### src/rtl/mem_arb_pkg.sv
// mem_arb_pkg: shared state and owner types for the memory port arbiter
`ifndef CPU_WIDTH
`define CPU_WIDTH 64
`endif
package mem_arb_pkg;
  typedef enum logic [2:0] {IDLE, IF_REQ, IF_RESP, LS_REQ, LS_RESP} arb_state_e;
  typedef enum logic {OWN_IF, OWN_LS} arb_owner_e;
endpackage

### src/rtl/mem_arb.sv
// mem_arb: serialises IFU and LSU onto one memory port, LSU priority with an IFU starvation guard
module mem_arb
  import mem_arb_pkg::*;
#(
  parameter int ADDR_W     = `CPU_WIDTH,
  parameter int DATA_W     = `CPU_WIDTH,
  parameter int STARVE_MAX = 4
) (
  input  logic                i_clk,
  input  logic                i_rst_n,
  input  logic                i_if_req,
  input  logic [ADDR_W-1:0]   i_if_addr,
  output logic                o_if_gnt,
  output logic                o_if_rvalid,
  output logic [DATA_W-1:0]   o_if_rdata,
  input  logic                i_ls_req,
  input  logic                i_ls_wen,
  input  logic [ADDR_W-1:0]   i_ls_addr,
  input  logic [DATA_W-1:0]   i_ls_wdata,
  input  logic [DATA_W/8-1:0] i_ls_wmask,
  output logic                o_ls_gnt,
  output logic                o_ls_rvalid,
  output logic [DATA_W-1:0]   o_ls_rdata,
  output logic                o_mem_req,
  output logic                o_mem_wen,
  output logic [ADDR_W-1:0]   o_mem_addr,
  output logic [DATA_W-1:0]   o_mem_wdata,
  output logic [DATA_W/8-1:0] o_mem_wmask,
  input  logic                i_mem_ready,
  input  logic                i_mem_rvalid,
  input  logic [DATA_W-1:0]   i_mem_rdata,
  output logic                o_busy
);
  localparam int CW = $clog2(STARVE_MAX + 1);
  localparam logic [CW-1:0] SMAX = CW'(STARVE_MAX);
  arb_state_e state_q, state_d;
  arb_owner_e owner;
  logic [CW-1:0] cnt_q, cnt_d;
  logic in_req, in_resp, ls_req_st, gnt, rv;
  always_comb begin
    owner       = (state_q == LS_REQ || state_q == LS_RESP) ? OWN_LS : OWN_IF;
    in_req      = state_q == IF_REQ || state_q == LS_REQ;
    in_resp     = state_q == IF_RESP || state_q == LS_RESP;
    ls_req_st   = state_q == LS_REQ;
    gnt         = in_req && i_mem_ready;
    rv          = in_resp && i_mem_rvalid;
    o_if_gnt    = gnt && owner == OWN_IF;
    o_ls_gnt    = gnt && owner == OWN_LS;
    o_if_rvalid = rv && owner == OWN_IF;
    o_ls_rvalid = rv && owner == OWN_LS;
    o_if_rdata  = o_if_rvalid ? i_mem_rdata : '0;
    o_ls_rdata  = o_ls_rvalid ? i_mem_rdata : '0;
    o_mem_req   = in_req;
    o_mem_wen   = ls_req_st && i_ls_wen;
    o_mem_addr  = !in_req ? '0 : owner == OWN_LS ? i_ls_addr : i_if_addr;
    o_mem_wdata = ls_req_st ? i_ls_wdata : '0;
    o_mem_wmask = ls_req_st ? i_ls_wmask : '0;
    o_busy      = state_q != IDLE;
  end
  always_comb begin
    state_d = state_q;
    case (state_q)
      IDLE:    state_d = (i_ls_req && !(i_if_req && cnt_q == SMAX)) ? LS_REQ : i_if_req ? IF_REQ : IDLE;
      IF_REQ:  state_d = i_mem_ready ? IF_RESP : IF_REQ;
      IF_RESP: state_d = i_mem_rvalid ? IDLE : IF_RESP;
      LS_REQ:  state_d = i_mem_ready ? LS_RESP : LS_REQ;
      LS_RESP: state_d = i_mem_rvalid ? IDLE : LS_RESP;
      default: state_d = IDLE;
    endcase
    cnt_d = o_if_gnt ? '0 : !o_ls_gnt ? cnt_q : !i_if_req ? '0 : cnt_q == SMAX ? cnt_q : cnt_q + CW'(1);
  end
  always_ff @(posedge i_clk or negedge i_rst_n)
    if (!i_rst_n) begin
      state_q <= IDLE;
      cnt_q   <= '0;
    end else begin
      state_q <= state_d;
      cnt_q   <= cnt_d;
    end
endmodule

### config.mk
export PLATFORM = sky130hd
export DESIGN_NAME = mem_arb
export DESIGN_NICKNAME = d
export VERILOG_FILES = /design/src/rtl/mem_arb_pkg.sv /design/src/rtl/mem_arb.sv
export SDC_FILE = /design/constraint.sdc
export NUM_CORES = 1
export LEC_CHECK = 0
export ABC_AREA = 1
export CAP_MARGIN = 20
export CORE_AREA = 2 2 208 210
export DETAILED_ROUTE_END_ITERATION = 8
export DIE_AREA = 0 0 210 212
export PLACE_DENSITY_LB_ADDON = 0.25
export SYNTH_ARGS = -nofsm -noshare
export SYNTH_HDL_FRONTEND = slang
export SYNTH_SLANG_ARGS = --single-unit
### constraint.sdc
create_clock -name i_clk -period 1.71 [get_ports i_clk]
set_input_delay 0.2565 -clock i_clk [delete_from_list [all_inputs] [get_ports i_clk]]
set_output_delay 0.2565 -clock i_clk [all_outputs]
set_load 0.005 [all_outputs]
== After elaboration in Yosys (flattened, before gate mapping) ==
Cells that the tools add are included.
Storage, ports and cells
  flip-flop bits (word level): 6
  latch bits: 0
  memory bits (writable): 0
  memory bits (read-only): 0
  input port bits: 271
  memories: 0
Operators by class
  add/subtract/negate cells: 1
  multiply operators: 0
  div/mod/pow operators: 0
  magnitude comparators: 0
  eq/ne operators: 6
  shift-type cells: 0
  muxes and demuxes: 18
  bitwise logic cells: 1
  reduce and logical (&&, ||, !) cells: 17
Operators with widths (count)
  two-way mux 64 bit: 5
  two-way mux 3 bit: 6
  case mux 3 bit (5 select lines): 1
  logical AND 1 bit: 9
  two-way mux 8 bit: 1
  equality test 3 x 2 -> 1 bit (second input constant): 2
  equality test 3 bit (second input constant): 2
  two-way mux 2 bit: 3
  adder 3 x 1 -> 3 bit (second input constant): 1
  equality test 3 x 1 -> 1 bit (second input constant): 1
  zero test 3 bit: 1
  logical OR 1 bit: 3
  inequality test 3 bit (second input constant): 1
  nonzero test 3 bit: 1
  two-way mux 1 bit: 2
  AND reduction 2 bit: 1
  nonzero test 2 bit: 1
  zero test 1 bit: 1
  inverter 1 bit: 1

== Logic depth before layout (Yosys ltp) ==
  depth after elaboration: 7
  depth in mapped cells: 8

== Least setup slack after synthesis ==
Ideal clock, no wire load.
  path kind: reg2out
  from: register state_q[1]
  to: output port o_ls_rdata[10]
  arrival time: 1.165 ns
  data required time: 1.454 ns
  setup slack: 0.288 ns
  stages on the path, launching flop included: 8
  buffers on the path: 2
  path through: dfrtp_1 > buf_6 > inv_2 > nand3_2 > nor2_2 > inv_2 > buf_2 > nor2_1
On the way
  word-level cells in the longest chain between the ends: 5
  elaborated cells on any way between the ends: 9
RTL lines
  start, declared: RTL line mem_arb.sv:36  | arb_state_e state_q, state_d;
  start signal, assigned: RTL line mem_arb.sv:77  | state_q <= state_d;
  equality test 3 x 2 -> 1 bit (tied with other cells): RTL line mem_arb.sv:41  | owner = (state_q == LS_REQ || state_q == LS_RESP) ? OWN_LS : OWN_IF;
  logical OR 1 bit, on equally long branches: RTL line mem_arb.sv:41, mem_arb.sv:43
  two-way mux 1 bit or logical AND 1 bit (tied branches): RTL line mem_arb.sv:41, mem_arb.sv:46
  logical AND 1 bit *: RTL line mem_arb.sv:50  | o_ls_rvalid = rv && owner == OWN_LS;
  via o_ls_rvalid: RTL line mem_arb.sv:22  | output logic o_ls_rvalid,
  two-way mux 64 bit *: RTL line mem_arb.sv:52  | o_ls_rdata = o_ls_rvalid ? i_mem_rdata : '0;
  end, declared: RTL line mem_arb.sv:23  | output logic [DATA_W-1:0] o_ls_rdata,
Mark *: on every way through the listed nets, which the timed path passes. The rest lies on a longest branch.

== Final worst setup path ==
  from: register state_q[2]
  to: output port o_mem_wdata[51]
On the way
  word-level cells in the longest chain between the ends: 2
RTL lines
  equality test 3 x 2 -> 1 bit: RTL line mem_arb.sv:44  | ls_req_st = state_q == LS_REQ;
  two-way mux 64 bit: RTL line mem_arb.sv:56  | o_mem_wdata = ls_req_st ? i_ls_wdata : '0;
  end, declared: RTL line mem_arb.sv:27  | output logic [DATA_W-1:0] o_mem_wdata,
No other way between the ends.

==> metrics.txt <==
status=finished, violations left; failing checks=setup timing; Fin. Hold Viols=0; final-report max-slew violation count=0; Starting Density=between 8 and 9%; synthesized area per cell=around 5.8 um2; Worst-Margin Slew=0.347 ns; Max transition margin=76.8%; VDD IR-drop max=roughly 450 uV; r2r worst-path depth=11; Critical Path Fanout Max=7; clk buf depth=2; CP Launch Type=flop; final setup fails=264; Post-synth EDFFs=0; Worst EP required=1.45 ns; Final HPWL DP=roughly 19000 um; Die W=about 210 um; Hold Path Class=input pin to asynchronous set/reset pin; grt ovf=0; CP Capture Type=output pin; Port Buf Inserts=541; Syn-to-layout area delta=203%; Synth top area share=between 20% and 30%; RePlAce Congestion=about 0.8; DRC Markers=0; Tot Pwr=10700 uW; Synth Flop Type=dfrtp_1; Via Count=6066; Worst-Skew Late Latency=roughly 0.23 ns; sequential area share after synthesis=4.08%; Async SR Flop Fraction=between 90% and 100%; Via density=about 3.4; Top Layer Used=met4; Met2 Wirelength=13100 um; Post-Syn Instances=629; classification of the worst setup path=flop to output pin; Worst Path Arrival=roughly 1.8 ns; drt first pass iters=4; vias in the first global route=5847; row cnt=76; die height=around 210 um; WL met1=9730 um; final worst path period share=120%; hold_buf cts=0; #FFs+latches synth=6; synth top area cells=nor2_4 27%, inv_1 22%, o21ai_0 9.1%; Unique masters post-synth=22; CTS buffer count=3; Antenna Nets Post-Route=0; Placeable Area=approximately 43000 um2; share of post-route cells with drive strength above 1=around 44%; # IOs=542; RSZ-0062 raised after global routing=yes; Reg clk slew, reported paths=~0.04 ns; CTS Sinks=6; CTS tree=yes; pin count of the biggest net entering global routing=65; Total Nets Final=about 1500; YS warnings=0; initial antenna violation count=0; utilization after layout=26.2%; fillcell total=4691; Pwr per Cell Area=963 nW/um2; Synth area leader=nor2_4; first-pass GRT wire length=roughly 33000 um; Worst Slack Setup Final=-0.340 ns; Root Driver=clkbuf_16; MaxCap Viol Count=0; post-layout min period=slightly above 2 ns; Iteration-0 DRC Markers=about 180; Max Clock Skew=0.00582 ns; met3 routed WL=1890 um; Net Count, Synth=902; final wirelength=25300 um; leak pwr=0.00627 uW; maximum clock frequency=488 MHz; # diodes=0; die footprint=44500 um2; synthesized area=3680 um2; gr usage total=9.39%; Avg WL per Cell=between 10 and 15 um; H-tree depth=1
[layout make-up]
class	instances	area, um2	area share (%)
Timing Repair Buffer	670	6530	58.6
Inverter	216	826	7.41
Clock buffer	4	78.8	0.708
Multi-Input combinational cell	366	2870	25.7
Sequential cell	6	153	1.37
Tap cell	546	683	6.13
[critical path, stage by stage, from the launching register on]
cell      delay (ns)
dfrtp_2         0.47
nor2_4          0.16
clkinv_4        0.08
buf_16          0.14
buf_12          0.13
buf_16          0.13
buf_12          0.13
buf_6           0.11
nor2_4          0.09
buf_6           0.10
[report_power, final]
part / internal [uW] / switching [uW]
sequential: 193 / 64.9
clock: 310 / 87.1
combinational: 5450 / 4620
[Yosys cell counts (2+ instances only)]
master	number
a21oi_1	65
buf_12	7
buf_2	9
buf_4	7
buf_6	5
buf_8	3
clkbuf_1	10
dfrtp_1	6
ha_1	2
inv_1	213
inv_2	3
nand2_1	11
nand3_1	7
nand4_1	2
nor2_1	85
nor2_2	34
nor2_4	89
o21ai_0	67
[state kept, by name, indices dropped and copies added, names as in the netlist]
signal   count
cnt_q        3
state_q      3
[layer usage]
metal | vias to the layer above | global-route usage [%]
met5 | - | 0
li1 | 3060 | -
met3 | 30 | 2.53
met4 | 0 | 2.52
met1 | 2661 | 10.7
met2 | 315 | 17.2
[through the flow]
stage | worst slack (ns) | setup TNS [ns] | std cells | hold slack (ns) | area (um2)
detailed placement | -0.511 | -91.64 | 1722 | 0.500 | 9950
global placement | -0.472 | -88.60 | 1722 | 0.490 | 9950
finish | -0.340 | -52.39 | 1808 | 0.300 | 11100
floorplan | 0.288 | 0 | 629 | -0.0391 | 3680
CTS | -0.475 | -87.58 | 1747 | 0.308 | 10300
global route | -0.398 | -65.98 | 1808 | 0.319 | 11100
[final timing paths]
path / from / to / slack, ns
hold / removal: i_rst_n / state_q[0]$_DFF_PN0_ / 0.30
setup / recovery: state_q[2]$_DFF_PN0_ / o_mem_wdata[51] / -0.34
setup reg to reg: state_q[2]$_DFF_PN0_ / cnt_q[1]$_DFFE_PN0P_ / 0.08
min in group i_clk: cnt_q[0]$_DFFE_PN0P_ / cnt_q[0]$_DFFE_PN0P_ / 0.50
max in group asynchronous: i_rst_n / state_q[2]$_DFF_PN0_ / 1.14
hold reg to reg: cnt_q[0]$_DFFE_PN0P_ / cnt_q[0]$_DFFE_PN0P_ / 0.50
[placed cells by master (no fill, tap or decap), drive strengths merged]
master and instances:
clkinv 2, dlymetal6s2s 53, clkdlybuf4s15 6, dfrtp 6, clkbuf 80, clkdlybuf4s50 269
nand4 2, buf 261, nor2 208, nand3 8, nor3 1, inv 214
ha 2, a21oi 65, nand2 12, dlygate4sd2 5, xnor2 1, o21ai 67
[logic make-up (layout without fill, tap and decap cells)]
group,count (synthesis),count (layout),synth area share (%)
AO/OA/AOI/OAI,132,132,18.0
XOR/XNOR,1,1,0.238
adder cells (fa/ha/maj),2,2,0.681
buffers and inverters,257,890,32.3
flip-flops,6,6,4.08
AND/OR/NAND/NOR,231,231,44.7
[repair_timing]
item / in CTS / in global routing
setup buffers: 16 / 59
endpoints found under the setup margin: 271 / 271
pin swaps: 3 / 8
gates cloned: 5 / 8
resized for setup: 304 / 744
Note: power is estimated with default switching activity, not from simulation.
